**src/rtl/dmem_arbiter.sv**
```systemverilog
// dmem_arbiter: shares the single DataMemory port between the EX-stage
// load/store path (CPU) and an auxiliary requester (loader / debug, AUX).
// The CPU has priority. A wait counter bounds how long AUX can be held off,
// and aux_lock keeps the port on AUX for bursts. Accesses are zero latency:
// the memory port is steered combinationally from the registered owner.
// Optional statistics counters are enabled with the ARB_STATS_EN macro.
module dmem_arbiter #(
    parameter int AW       = 32,
    parameter int DW       = 32,
    parameter int MAX_WAIT = 4
`ifdef ARB_STATS_EN
    ,
    parameter int CW       = 16
`endif
) (
    input  logic          clk,
    input  logic          reset,
    input  logic          cpu_req,
    input  logic          cpu_we,
    input  logic [AW-1:0] cpu_addr,
    input  logic [DW-1:0] cpu_wdata,
    output logic [DW-1:0] cpu_rdata,
    output logic          cpu_stall,
    input  logic          aux_req,
    input  logic          aux_we,
    input  logic          aux_lock,
    input  logic [AW-1:0] aux_addr,
    input  logic [DW-1:0] aux_wdata,
    output logic          aux_gnt,
    output logic [DW-1:0] aux_rdata,
    output logic [AW-1:0] mem_addr,
    output logic [DW-1:0] mem_wdata,
    output logic          mem_wr,
    input  logic [DW-1:0] mem_rdata
`ifdef ARB_STATS_EN
    ,
    output logic [CW-1:0] stall_cnt,
    output logic [CW-1:0] aux_cnt
`endif
);

    typedef enum logic {
        OWN_CPU = 1'b0,
        OWN_AUX = 1'b1
    } owner_t;

    // Once the CPU has held AUX off for MAX_WAIT-1 counted cycles, the
    // cycle with the count at this limit hands the port over.
    localparam logic [3:0] WAIT_LIM = 4'(MAX_WAIT - 1);

    owner_t        r_owner;
    owner_t        w_ownerNext;
    logic [3:0]    r_waitCnt;
    logic [3:0]    w_waitNext;
    logic [AW-1:0] w_memAddr;
    logic [DW-1:0] w_memWdata;
    logic          w_memWr;
    logic          w_auxGnt;
    logic          w_cpuStall;

    // Owner and wait counter registers; reset drops any AUX burst.
    always_ff @(posedge clk or posedge reset) begin
        if (reset) begin
            r_owner   <= OWN_CPU;
            r_waitCnt <= 4'd0;
        end else begin
            r_owner   <= w_ownerNext;
            r_waitCnt <= w_waitNext;
        end
    end

    // Port steering, grant/stall generation and ownership hand-over.
    always_comb begin
        w_ownerNext = r_owner;
        w_waitNext  = r_waitCnt;
        w_memAddr   = cpu_addr;
        w_memWdata  = cpu_wdata;
        w_memWr     = cpu_req & cpu_we;
        w_auxGnt    = 1'b0;
        w_cpuStall  = 1'b0;
        case (r_owner)
            OWN_CPU: begin
                if (aux_req && (!cpu_req || (r_waitCnt >= WAIT_LIM))) begin
                    w_ownerNext = OWN_AUX;
                    w_waitNext  = 4'd0;
                end else if (aux_req && cpu_req) begin
                    w_waitNext = (r_waitCnt == 4'hF) ? 4'hF : r_waitCnt + 4'd1;
                end else begin
                    w_waitNext = 4'd0;
                end
            end
            OWN_AUX: begin
                w_memAddr  = aux_addr;
                w_memWdata = aux_wdata;
                w_memWr    = aux_req & aux_we;
                w_auxGnt   = aux_req;
                w_cpuStall = cpu_req;
                w_waitNext = 4'd0;
                if (!aux_req || (cpu_req && !aux_lock)) begin
                    w_ownerNext = OWN_CPU;
                end
            end
            default: begin
                w_ownerNext = OWN_CPU;
                w_waitNext  = 4'd0;
            end
        endcase
    end

    // Write, grant and stall are forced low while reset is held so nothing
    // reaches memory or the pipeline during reset.
    assign mem_addr  = w_memAddr;
    assign mem_wdata = w_memWdata;
    assign mem_wr    = w_memWr & ~reset;
    assign aux_gnt   = w_auxGnt & ~reset;
    assign cpu_stall = w_cpuStall & ~reset;
    assign cpu_rdata = mem_rdata;
    assign aux_rdata = mem_rdata;

`ifdef ARB_STATS_EN
    localparam logic [CW-1:0] CNT_ONE = CW'(1);

    logic [CW-1:0] r_stallCnt;
    logic [CW-1:0] r_auxCnt;

    // Saturating counts of CPU stall cycles and AUX grant cycles.
    always_ff @(posedge clk or posedge reset) begin
        if (reset) begin
            r_stallCnt <= '0;
            r_auxCnt   <= '0;
        end else begin
            if (cpu_stall && !(&r_stallCnt)) begin
                r_stallCnt <= r_stallCnt + CNT_ONE;
            end
            if (aux_gnt && !(&r_auxCnt)) begin
                r_auxCnt <= r_auxCnt + CNT_ONE;
            end
        end
    end

    assign stall_cnt = r_stallCnt;
    assign aux_cnt   = r_auxCnt;
`endif

endmodule

```
**config.mk**
```make
export PLATFORM = sky130hd
export DESIGN_NAME = dmem_arbiter
export DESIGN_NICKNAME = d
export VERILOG_FILES = /design/src/rtl/dmem_arbiter.sv
export SDC_FILE = /design/constraint.sdc
export NUM_CORES = 1
export LEC_CHECK = 0
export BUFFER_PORTS_ARGS = -buffer_cell sky130_fd_sc_hd__buf_2
export CORE_AREA = 2 2 115 117
export DETAILED_ROUTE_END_ITERATION = 16
export DIE_AREA = 0 0 117 119
export PLACE_DENSITY = 0.45
export SLEW_MARGIN = 20
export SYNTH_ARGS = -nofsm -noshare
export SYNTH_HDL_FRONTEND = slang
export SYNTH_SLANG_ARGS = --single-unit
```
**constraint.sdc**
```tcl
create_clock -name clk -period 2.4 [get_ports clk]
set_input_delay 0.36 -clock clk [delete_from_list [all_inputs] [get_ports clk]]
set_output_delay 0.36 -clock clk [all_outputs]
set_load 0.02 [all_outputs]
```
==> flow_summary.html <==
<table>
<tr><th>Metric</th><th>Value</th></tr>
<tr><th colspan="2">Status</th></tr>
<tr><td>Outcome</td><td>completed</td></tr>
<tr><th colspan="2">Cells and area</th></tr>
<tr><td>Fill count</td><td>between 1,000 and 1,500</td></tr>
<tr><td>Final Cell Area</td><td>~2300 sq um</td></tr>
<tr><td>Area added between synthesis and finish</td><td>50.0%</td></tr>
<tr><td>Leading cell type in the layout, fill and taps excluded</td><td>sky130_fd_sc_hd__buf_2</td></tr>
<tr><td>Antenna diode count</td><td>0</td></tr>
<tr><td>Cell Count, Final, Fillers Out</td><td>~470</td></tr>
<tr><td>Fraction of layout instances using a drive strength above 1</td><td>0.928</td></tr>
<tr><td>Final Net Count</td><td>461</td></tr>
<tr><td>Most frequent cells in the layout</td><td>sky130_fd_sc_hd__buf_2 (201), sky130_fd_sc_hd__mux2_2 (64), sky130_fd_sc_hd__dfrtp_1 (4)</td></tr>
<tr><td>Post-Route Utilization</td><td>0.177</td></tr>
<tr><th colspan="2">Pwr</th></tr>
<tr><td>Switching power</td><td>0.303 mW</td></tr>
<tr><td>Peak supply drop</td><td>between 150 and 200 uV</td></tr>
<tr><td>Leak pwr</td><td>between 1 and 1.5 nW</td></tr>
<tr><td>Flop pwr share</td><td>0.105</td></tr>
<tr><td>Clock network power share</td><td>0.320</td></tr>
<tr><td>Share of power burned in combinational logic</td><td>0.575</td></tr>
<tr><td>Total power consumption of the routed design</td><td>0.855 mW</td></tr>
<tr><td>Power per cell area</td><td>375 nW/um^2</td></tr>
<tr><td>Switching portion of total power</td><td>0.354</td></tr>
<tr><td>Cell-internal power</td><td>about 0.55 mW</td></tr>
<tr><th colspan="2">Clock tree</th></tr>
<tr><td>Clock-pin slew on the worst setup and hold paths</td><td>0.03 ns</td></tr>
<tr><td>H-tree depth</td><td>1</td></tr>
<tr><td>Postcts setup bufs</td><td>0</td></tr>
<tr><td>Clock sink total</td><td>5</td></tr>
<tr><td>Clock tree from TritonCTS</td><td>yes</td></tr>
<tr><td>Root buffer selected by CTS</td><td>sky130_fd_sc_hd__clkbuf_16</td></tr>
<tr><td>Resized Gates After CTS</td><td>0</td></tr>
<tr><td>Later-pin clock latency in the skew report</td><td>0.23 ns</td></tr>
<tr><td>Hold buffer count at cts</td><td>0</td></tr>
<tr><td>TritonCTS buffer count</td><td>3</td></tr>
<tr><td>Clock buffer depth</td><td>2</td></tr>
<tr><th colspan="2">Routing</th></tr>
<tr><td>Post-detailed-routing wire length</td><td>~4500 um</td></tr>
<tr><td>Number of DRC markers after the initial detailed-route iteration</td><td>17</td></tr>
<tr><td>Ratio of routed vias to standard cells</td><td>between 3 and 4</td></tr>
<tr><td>Iteration count of the initial detailed-routing pass</td><td>4</td></tr>
<tr><td>Number of nets with antenna violations after routing</td><td>0</td></tr>
<tr><td>Vias after detailed routing</td><td>about 1,600</td></tr>
<tr><td>Average wire per cell in the routed design</td><td>just under 10 um</td></tr>
<tr><td>Number of DRC violations after detailed routing</td><td>0</td></tr>
<tr><th colspan="2">Placement</th></tr>
<tr><td>Area of placed instances</td><td>between 2000 and 2500 sq um</td></tr>
<tr><td>Number of buffer cells added on primary ports</td><td>around 200</td></tr>
<tr><td>Placed Instances</td><td>464</td></tr>
<tr><td>Minimum setup slack after placement</td><td>approximately 0.80 ns</td></tr>
<tr><td>Post-detail-place hpwl</td><td>approximately 3900 um</td></tr>
<tr><td>RD Place Congestion</td><td>between 0.7 and 0.8</td></tr>
<tr><th colspan="2">Global routing</th></tr>
<tr><td>Global-route usage over all layers</td><td>0.0522</td></tr>
<tr><td>Wire length of the first global-routing pass</td><td>between 5000 and 6000 um</td></tr>
<tr><td>Number of global-route vias before repair</td><td>1,341</td></tr>
<tr><td>Largest net degree at the start of global routing</td><td>between 70 and 80</td></tr>
<tr><td>Remaining global-route overflow</td><td>0</td></tr>
<tr><td>Antenna violations before repair</td><td>0</td></tr>
<tr><th colspan="2">Logic synthesis</th></tr>
<tr><td>Total standard cell area after synthesis</td><td>approximately 1500 sq um</td></tr>
<tr><td>Unique cell type count in the Yosys netlist</td><td>16</td></tr>
<tr><td>Share of synthesized area occupied by flip-flops and latches</td><td>0.0823</td></tr>
<tr><td>Post-Syn Area per Cell</td><td>just under 10 sq um</td></tr>
<tr><td>Cells after Synth</td><td>between 150 and 200</td></tr>
<tr><td>Flops &amp; latches, synth</td><td>5</td></tr>
<tr><td>Number of warnings reported in the yosys synthesis log</td><td>0</td></tr>
<tr><th colspan="2">Critical path</th></tr>
<tr><td>Setup CP Type</td><td>reg2out</td></tr>
<tr><td>Crit path DAT</td><td>around 1.5 ns</td></tr>
<tr><td>Startpoint class of the critical path</td><td>flop</td></tr>
<tr><td>CP Capture Type</td><td>output port</td></tr>
<tr><td>Worst r2r path cells</td><td>3</td></tr>
<tr><td>Largest fanout on the critical path</td><td>71</td></tr>
<tr><td>Endpoint of the lowest-slack register-to-register path</td><td>r_owner$_DFF_PP0_</td></tr>
<tr><td>R2R Path Start</td><td>r_waitCnt[0]$_DFF_PP0_</td></tr>
<tr><td>Reg2reg setup slack</td><td>1.09 ns</td></tr>
<tr><td>Worst path required time</td><td>~2.0 ns</td></tr>
<tr><th colspan="2">Floorplanning</th></tr>
<tr><td>I/O pin total</td><td>298</td></tr>
<tr><td>Area of the die</td><td>approximately 14,000 sq um</td></tr>
<tr><td>Die X-Extent</td><td>between 100 and 150 um</td></tr>
<tr><td>Height of the die</td><td>119 um</td></tr>
<tr><td>Initial cell density of the core</td><td>0.118</td></tr>
<tr><td>Area inside the core boundary</td><td>between 10,000 and 15,000 sq um</td></tr>
<tr><td>Floorplan row count</td><td>42</td></tr>
<tr><th colspan="2">STA</th></tr>
<tr><td>Setup TNS Final</td><td>0 ns</td></tr>
<tr><td>Final critical path time including I/O delays and setup</td><td>1.84 ns</td></tr>
<tr><td>Setup violations, final</td><td>0</td></tr>
<tr><td>Final-layout worst hold slack</td><td>around 0.048 ns</td></tr>
<tr><td>Worst Setup Slack, final</td><td>around 0.56 ns</td></tr>
<tr><td>Max Fclk</td><td>544 MHz</td></tr>
<tr><td>Share of the clock period used by the worst path after layout</td><td>0.766</td></tr>
<tr><td>Post-Route Skew</td><td>about 0.0013 ns</td></tr>
<tr><td>Setup repair after global routing missed its margin</td><td>false</td></tr>
<tr><td>Number of slew-limit violations in the final report</td><td>0</td></tr>
<tr><td>Hold Violations, Final</td><td>0</td></tr>
<tr><th colspan="2">Run</th></tr>
<tr><td>Number of max-cap violations</td><td>0</td></tr>
<tr><th colspan="2">Hold path</th></tr>
<tr><td>Worst hold-check path type</td><td>in2async</td></tr>
</table>
-- logic make-up after synthesis --
group	after synthesis	share of synthesized area
buffers and inverters	74	0.380
adders and majority gates	1	0.00823
muxes	64	0.474
other	1	0.00247
and+or+nand+nor	10	0.0420
DFF	5	0.0823
AOI/OAI and AO/OA	2	0.0107
-- sequential cells by signal, indices dropped and copies added, names as in the netlist --
name,count
r_waitCnt,4
r_owner,1
-- cell type report --
type | instances | area, sq um | area share
Clock buffer | 4 | 78.8 | 0.0346
Inverter | 2 | 7.51 | 0.00329
Multi-Input combinational cell | 79 | 821 | 0.360
Sequential cell | 5 | 126 | 0.0554
Tap cell | 176 | 220 | 0.0966
Timing Repair Buffer | 202 | 1030 | 0.450
-- Yosys cell counts, drive strengths merged --
master,n,share of area
a21oi,1,0.0033
inv,2,0.0049
dfrtp,5,0.082
o221a,1,0.0074
nor3,2,0.0066
and3,2,0.0082
or3,1,0.0074
buf,72,0.38
mux2,64,0.47
nand2,1,0.0025
nand3,1,0.0033
ha,1,0.0082
nand3b,2,0.0099
nand2b,1,0.0041
conb,1,0.0025
-- worst max-delay path by stage --
stage | startpoint | to | slack (ns) | cells past startpoint
2_1_floorplan | r_owner$_DFF_PP0_ | mem_wr | 0.91 | 4
3_3_place_gp | r_owner$_DFF_PP0_ | mem_wdata[6] | 0.82 | 3
3_5_place_dp | r_owner$_DFF_PP0_ | mem_addr[15] | 0.80 | 3
4_1_cts | r_owner$_DFF_PP0_ | mem_addr[15] | 0.56 | 3
5_1_grt | r_owner$_DFF_PP0_ | mem_wdata[21] | 0.50 | 3
6_report | r_owner$_DFF_PP0_ | mem_wdata[4] | 0.56 | 3
-- power groups by stage --
stage,clock [mW],sequential (mW),combinational [mW]
6_report,0.273,0.0901,0.492
5_1_grt,0.280,0.0905,0.531
4_1_cts,0.276,0.0902,0.498
3_5_place_dp,0,0.0912,0.496
3_3_place_gp,0,0.0909,0.492
2_1_floorplan,0,0.0901,0.463
-- critical path, cell delays in order, from the launching register on --
cell                      delay [ns]
sky130_fd_sc_hd__dfrtp_2        0.36
sky130_fd_sc_hd__buf_12         0.31
sky130_fd_sc_hd__mux2_2         0.38
sky130_fd_sc_hd__buf_2          0.16
-- layer usage --
| metal | wire [um] | GRT usage | vias up |
|---|---|---|---|
| met5 | 0 | 0 | - |
| met4 | 102 | 0.0250 | 0 |
| met3 | 532 | 0.0102 | 23 |
| met2 | 2380 | 0.106 | 112 |
| met1 | 1490 | 0.0474 | 679 |
| li1 | - | - | 743 |
Note: power is estimated with default switching activity, not from simulation.
